**src/rtl/dbg_core_access.sv**
```systemverilog
// Debug master for the core's GPR/halt/reset port; one request in flight, latency 1..(1+N) cycles per op.
// Backpressure: RESP holds data/err until dmi_resp_ready, and no request is accepted outside IDLE.
module dbg_core_access #(
   parameter int unsigned HALT_SETTLE  = 2,
   parameter int unsigned RESET_CYCLES = 4
) (
   input  logic        clk,
   input  logic        rstn,
   input  logic        dmi_req_valid,
   output logic        dmi_req_ready,
   input  logic [1:0]  dmi_req_op,
   input  logic [4:0]  dmi_req_addr,
   input  logic [31:0] dmi_req_data,
   output logic        dmi_resp_valid,
   input  logic        dmi_resp_ready,
   output logic [31:0] dmi_resp_data,
   output logic        dmi_resp_err,
   output logic        jtag_halt,
   output logic        jtag_reset,
   output logic        reg_wen,
   output logic [4:0]  reg_addr,
   output logic [31:0] reg_w_data,
   input  logic [31:0] reg_r_data
);

   typedef enum logic [2:0] {
      S_IDLE,
      S_SETTLE,
      S_ACCESS,
      S_RST,
      S_RESP
   } state_t;

   localparam logic [1:0] OP_STATUS = 2'b00;
   localparam logic [1:0] OP_READ   = 2'b01;
   localparam logic [1:0] OP_WRITE  = 2'b10;

   state_t      state, state_d;
   logic [3:0]  cnt, cnt_d;
   logic [1:0]  op_q, op_d;
   logic        halt_req, halt_req_d;
   logic        halted, halted_d;
   logic        reset_active, reset_active_d;
   logic        jreset_q, jreset_d;
   logic [31:0] rdata_q, rdata_d;
   logic        err_q, err_d;
   logic [4:0]  addr_q, addr_d;
   logic [31:0] wdata_q, wdata_d;
   logic [2:0]  ctrl;
   logic [31:0] status;

   assign status = {29'b0, reset_active, halted, halt_req};
   assign ctrl   = dmi_req_data[2:0];

   always_ff @(posedge clk or negedge rstn) begin
      if (!rstn) begin
         state        <= S_IDLE;
         cnt          <= '0;
         op_q         <= '0;
         halt_req     <= 1'b0;
         halted       <= 1'b0;
         reset_active <= 1'b0;
         jreset_q     <= 1'b0;
         rdata_q      <= '0;
         err_q        <= 1'b0;
         addr_q       <= '0;
         wdata_q      <= '0;
      end else begin
         state        <= state_d;
         cnt          <= cnt_d;
         op_q         <= op_d;
         halt_req     <= halt_req_d;
         halted       <= halted_d;
         reset_active <= reset_active_d;
         jreset_q     <= jreset_d;
         rdata_q      <= rdata_d;
         err_q        <= err_d;
         addr_q       <= addr_d;
         wdata_q      <= wdata_d;
      end
   end

   always_comb begin
      state_d        = state;
      cnt_d          = cnt;
      op_d           = op_q;
      halt_req_d     = halt_req;
      halted_d       = halted;
      reset_active_d = reset_active;
      jreset_d       = jreset_q;
      rdata_d        = rdata_q;
      err_d          = err_q;
      addr_d         = addr_q;
      wdata_d        = wdata_q;
      dmi_req_ready  = 1'b0;
      dmi_resp_valid = 1'b0;
      reg_wen        = 1'b0;

      case (state)
         S_IDLE: begin
            dmi_req_ready = 1'b1;
            if (dmi_req_valid) begin
               op_d    = dmi_req_op;
               err_d   = 1'b0;
               rdata_d = status;
               state_d = S_RESP;
               if (dmi_req_op == OP_READ || dmi_req_op == OP_WRITE) begin
                  if (!halted) begin
                     err_d   = 1'b1;
                     rdata_d = '0;
                  end else begin
                     addr_d = dmi_req_addr;
                     if (dmi_req_op == OP_WRITE) wdata_d = dmi_req_data;
                     state_d = S_ACCESS;
                  end
               end else if (dmi_req_op != OP_STATUS) begin
                  // ndmreset wins over halt/resume bits, including the conflict case
                  if (ctrl[2]) begin
                     jreset_d       = 1'b1;
                     reset_active_d = 1'b1;
                     cnt_d          = 4'(RESET_CYCLES);
                     state_d        = S_RST;
                  end else if (ctrl[1:0] == 2'b11) begin
                     err_d = 1'b1;
                  end else if (ctrl[0]) begin
                     halt_req_d = 1'b1;
                     cnt_d      = 4'(HALT_SETTLE);
                     state_d    = S_SETTLE;
                  end else if (ctrl[1]) begin
                     halt_req_d = 1'b0;
                     halted_d   = 1'b0;
                     rdata_d    = {29'b0, reset_active, 2'b00};
                  end
               end
            end
         end
         S_SETTLE: begin
            if (cnt == 4'd1) begin
               halted_d = 1'b1;
               rdata_d  = {29'b0, reset_active, 1'b1, halt_req};
               state_d  = S_RESP;
            end else begin
               cnt_d = cnt - 4'd1;
            end
         end
         S_ACCESS: begin
            reg_wen = (op_q == OP_WRITE) && (addr_q != 5'd0);
            if (op_q == OP_READ) rdata_d = reg_r_data;
            state_d = S_RESP;
         end
         S_RST: begin
            if (cnt == 4'd1) begin
               jreset_d       = 1'b0;
               reset_active_d = 1'b0;
               rdata_d        = {29'b0, 1'b0, halted, halt_req};
               state_d        = S_RESP;
            end else begin
               cnt_d = cnt - 4'd1;
            end
         end
         S_RESP: begin
            dmi_resp_valid = 1'b1;
            if (dmi_resp_ready) state_d = S_IDLE;
         end
         default: state_d = S_IDLE;
      endcase
   end

   assign dmi_resp_data = rdata_q;
   assign dmi_resp_err  = err_q;
   assign jtag_halt     = halt_req;
   assign jtag_reset    = jreset_q;
   assign reg_addr      = addr_q;
   assign reg_w_data    = wdata_q;

endmodule
```
**config.mk**
```make
export PLATFORM = sky130hd
export DESIGN_NAME = dbg_core_access
export DESIGN_NICKNAME = d
export VERILOG_FILES = /design/src/rtl/dbg_core_access.sv
export SDC_FILE = /design/constraint.sdc
export NUM_CORES = 1
export LEC_CHECK = 0
export ABC_CLOCK_PERIOD_IN_PS = 2100
export CORE_MARGIN = 8
export CORE_UTILIZATION = 39
export CTS_CLUSTER_DIAMETER = 100
export CTS_CLUSTER_SIZE = 12
export DETAILED_ROUTE_END_ITERATION = 6
export GPL_TIMING_DRIVEN = 0
export PLACE_DENSITY_LB_ADDON = 0.15
export SYNTH_ARGS = -nofsm -noshare
export SYNTH_HDL_FRONTEND = slang
export SYNTH_SLANG_ARGS = --single-unit
```
**constraint.sdc**
```tcl
create_clock -name clk -period 2.1 [get_ports clk]
set_input_delay 0.42 -clock clk [delete_from_list [all_inputs] [get_ports clk]]
set_output_delay 0.42 -clock clk [all_outputs]
set_load 0.005 [all_outputs]
```
* Yosys cells after proc, flatten, opt, wreduce, memory -nomap -nowiden
Cells that the tools add are included.
Word-level totals: bits in registers 82, output and inout port bits 75, word-level logic and storage cells 114
Operators by class: add/subtract/negate cells 1, equality and inequality tests 26, multiplexer cells 54, bitwise logic cells 3, reduce and logical (&&, ||, !) cells 20
Operator list (count):
- $mux 32 | 4
- $pmux 32 s4 | 1
- $mux 3 | 11
- $mux 4 | 7
- $ne 2x2->1 const B | 13
- $mux 1 | 22
- $reduce_and 7->1 | 2
- $pmux 3 s4 | 1
- $mux 2 | 5
- $reduce_and 5->1 | 2
- $reduce_bool 2->1 | 5
- $reduce_and 9->1 | 1
- $pmux 4 s2 | 1
- $eq 2x2->1 const B | 3
- $eq 3x2->1 const B | 2
- $ne 3x3->1 const B | 2
- $reduce_and 6->1 | 1
- $reduce_bool 5->1 | 1
- $eq 2x1->1 const B | 2
- $eq 4x1->1 const B | 1
- $pmux 1 s2 | 2
- $reduce_and 4->1 | 1
- $reduce_bool 4->1 | 1
- $sub 4x1->4 const B | 1
- 10 further kinds | 12

* Longest topological paths before layout
word-level depth 8, depth in mapped cells 7

* Worst setup path after synthesis
OpenSTA, ideal clock, no wires.
path type reg-to-reg, start point register cnt[1], end point register rdata_q[2] (netlist: dmi_resp_data[2]), arrival time 1926 ps, slack 49 ps, stages on the path, launching flop included 8, path buffers 1, clock period less this slack 2051 ps, cell sequence dfrtp_1 -> inv_1 -> ha_1 -> or3b_1 -> a21o_1 -> a21oi_2 -> buf_4 -> mux2_2
On the way: cells in the longest elaborated chain, start to end 3, elaborated cells between the ends (all ways) 4
RTL lines:
- start, declared | RTL line 39 | logic [3:0] cnt, cnt_d;
- start signal, assigned | RTL line 70 | cnt <= cnt_d;
- $eq 4x1->1 (*) | RTL line 138, 152
- $ne 2x2->1 (no source line)
- $reduce_and 5->1 (no source line) (*)
- end signal, assigned | RTL line 76 | rdata_q <= rdata_d;
- end, declared | RTL line 45 | logic [31:0] rdata_q, rdata_d;
Every way passes the cells marked *; elsewhere a longest branch is shown, timed or not. A chain may end at the register's enable or synchronous reset.

* Worst setup path in the final report
Same ends and word-level chain as after synthesis.

==> reports/metrics.yaml <==
final_cells: 631
grt_pass1_wl_microns: 15900
grtUsageMet1_pct: 18.6
path_buf_inv: 3
cp.arrival_ns: 2.30
dr.pass1.iters: 4
grtUsageMet2_pct: 26.1
synth_area_sq_um: 3780
clkPwrFrac_pct: 16.3
synth_top_family_by_area: "multiplexers"
critPathSlowestCell: "dfrtp_1"
final_common_cell: "clkdlybuf4s50_1"
rrSetupSlack_ns: 0.05
hold_path_class: "in -> async"
clock_path_buffers: 2
critical_path_class: "reg -> reg"
synth_seq_cells: 82
die_w_microns: 114
cp.depth: 8
crit_end: "dmi_resp_data[2]"
cts_hold_buffers: 0
p_sw_share_pct: 30.2
crit_required_ns: 2.35
vias: 2916
grt.busiest_layer: "met2"
worst_r2r_startpoint: "cnt[1]"
p_leak_nw: 2.70
final.setup_skew_ns: 0.00881
final_cell_area_sq_um: 5950
routed_wl_microns: 10300
core-area_sq_um: 9590
mostFrequentLayoutCells: "clkdlybuf4s50_1, dfrtp_1, nand2_1"
avgRoutedWirePerCell_microns: 16.4
synth_mux_area_share_pct: 23.1
drv_slew: 0
cp_max_fo: 6
r2r_end: "dmi_resp_data[2]"
fp-row-count: 36
io_buffers: 149
p_per_area_nw_per_um2: 1320
cts_tree: "yes"
fin_tns_setup_ns: 0
fin_nets: 573
area_growth_pct: 57.2
avgSynthCellArea_sq_um: 12.2
cts_max_level: 3
synthCells: 310
path_cells: "inv_1 -> ha_1 -> or3b_4 -> a21o_1 -> a21oi_4 -> buf_12 -> buf_8 -> mux2_2"
placedCellCount: 593
grt_overflow: 0
drc_errors: 0
max_slew_margin_pct: 68.2
synth_seq_area_share_pct: 54.2
outcome: "finished, final reports clean"
synthAdderAreaFrac_pct: 1.65
antenna_found_initial: 0
synth_xor_area_share_pct: 0.231
synth_compound_area_share_pct: 5.16
p_switching_mw: 2.38
drive_above_1_share_pct: 20.5
synthSimpleGateAreaFrac_pct: 9.62
ir_drop_mv: 0.605
intPower_mw: 5.50
cts_sinks: 82
r2r_cells: 8
path_clk_slew_ns: 0.09
ys_types: 36
vias_per_cell: 4.62
clk_latency_ns: 0.36
grt_util_met3_pct: 4.11
maxCapViolations: 0
fmax_ghz: 0.488
n_antenna_cell: 0
start_util_pct: 39.4
place_area_sq_um: 5470
crit_path_start_kind: "register"
grt_max_degree: 50
ant_nets: 0
grtUsageTotal_pct: 15.5
setup_viol: 0
dp_hpwl_microns: 7390
final.period_utilization_pct: 97.7
cpPeakStageDelay_ns: 0.40
end_kind: "register"
yosys_warnings: 0
ioPinCount: 150
critPathTopFamily: "flip-flops"
die_h_microns: 114
combPwrFrac_pct: 50.2
period_minus_slack_ns: 2.05
place_congestion: 0.759
worst_slew_pin_slew_ns: 0.477
finalHoldViolCount: 0
crit_start: "cnt[1]"
final_util_pct: 62.0
cts_buffers: 9
clock_tree.root_cell: "clkbuf_8"
syn_nets: 390
die_area_sq_um: 13100
pwr-share-seq_pct: 33.5
grt_pass1_vias: 3079
drt_iter0_drc: 183
## synthesized netlist by cell type
cell type / number / area share (%)
nor3_1: 4 / 0.53
a21oi_1: 7 / 0.93
nand2_1: 36 / 3.6
ha_1: 5 / 1.7
a32o_1: 1 / 0.26
a21oi_2: 1 / 0.23
a311oi_1: 1 / 0.23
o22ai_1: 3 / 0.50
xnor2_1: 1 / 0.23
mux2i_1: 29 / 7.7
or3b_1: 1 / 0.23
a22o_1: 2 / 0.46
and3b_1: 1 / 0.23
a31oi_1: 4 / 0.66
nand3b_1: 4 / 0.79
nand3_1: 2 / 0.26
and3_1: 4 / 0.66
nor2_1: 11 / 1.1
o221ai_1: 1 / 0.23
nand2b_1: 3 / 0.50
mux2_2: 12 / 3.6
buf_6: 4 / 1.2
buf_4: 4 / 0.79
nor4b_4: 1 / 0.63
dfrtp_1: 82 / 54
o21ai_0: 5 / 0.66
mux2_4: 30 / 12
o21a_1: 2 / 0.40
a21o_1: 1 / 0.20
inv_1: 35 / 3.5
a211oi_1: 1 / 0.20
nand2_4: 1 / 0.30
and2_1: 1 / 0.17
nor2b_1: 4 / 0.66
clkbuf_1: 5 / 0.50
o211ai_1: 1 / 0.20
## final cells by class
cell class	instances	area (sq um)
sequential	82	2050
inverter	35	131
buffer	12	121
clock inverter	5	77.6
clock buffer	11	141
tap	133	166
fill	791	3640
timing repair buffer	173	1710
multi-input combinational	180	1550
## power groups by stage
| stage | clock network (mW) | registers [mW] | logic [mW] |
|---|---|---|---|
| global placement | 0 | 2.65 | 3.39 |
| finish | 1.28 | 2.64 | 3.95 |
| detailed placement | 0 | 2.68 | 3.43 |
| CTS | 1.33 | 2.64 | 3.69 |
| global route | 1.38 | 2.73 | 4.24 |
| floorplan | 0 | 2.69 | 1.64 |
## how the worst min path moves through the flow
stage                     slack [ns]             end     startpoint  cells past startpoint
after floorplan                 0.12          cnt[0]           rstn                      0
after global placement          0.49   reg_w_data[1]  reg_w_data[1]                      1
after detailed placement        0.42   reg_w_data[8]           rstn                      1
after CTS                       0.01   reg_w_data[8]           rstn                      1
after global routing            0.02   reg_w_data[7]           rstn                      1
final                          0.008  reg_w_data[10]           rstn                      1
## cells by family (layout without fill, tap and decap cells)
family                   after synthesis  count (layout)
AO/OA/AOI/OAI                         30              30
XOR/XNOR                               1               1
adder cells (fa/ha/maj)                5               5
buffers and inverters                 48             236
flip-flops                            82              82
multiplexers                          71              71
AND/OR/NAND/NOR                       73              73
## worst register-to-register path: stages, from the launching register on
cell and delay [ns]:
dfrtp_1 0.40, inv_1 0.08, ha_1 0.13, or3b_4 0.39
a21o_1 0.22, a21oi_4 0.15, buf_12 0.14, buf_8 0.11
mux2_2 0.32
## per-layer routing
| layer | share of wire, % | vias to the layer above |
|---|---|---|
| li1 | - | 1401 |
| met1 | 42 | 1425 |
| met2 | 51 | 83 |
| met3 | 6.0 | 7 |
| met4 | 1.1 | 0 |
| met5 | 0 | - |
## metrics by stage
step | setup slack (ns) | power [mW] | hold WS, ns
2_1_floorplan | 0.0489 | 4.33 | 0.124
3_3_place_gp | -2.47 | 6.04 | 0.489
3_5_place_dp | -0.740 | 6.11 | 0.420
4_1_cts | -0.000664 | 7.66 | 0.00979
5_1_grt | -0.0116 | 8.35 | 0.0186
6_report | 0.0492 | 7.88 | 0.00763
## flip-flops by register name, indices dropped and copies added (netlist names)
name,flops
reg_addr,5
state,3
jtag_reset,1
dmi_resp_err,1
halted,1
op_q,2
jtag_halt,1
dmi_resp_data,32
cnt,4
reg_w_data,32
## timing repair
action / 4_1_cts / 5_1_grt
pin swaps: 3 / 1
resized for setup: 24 / 4
endpoints found under the setup margin: 63 / 58
cloned: 0 / 1
setup buffers: 10 / 12
No activity file was read; power rests on OpenSTA's default activity.
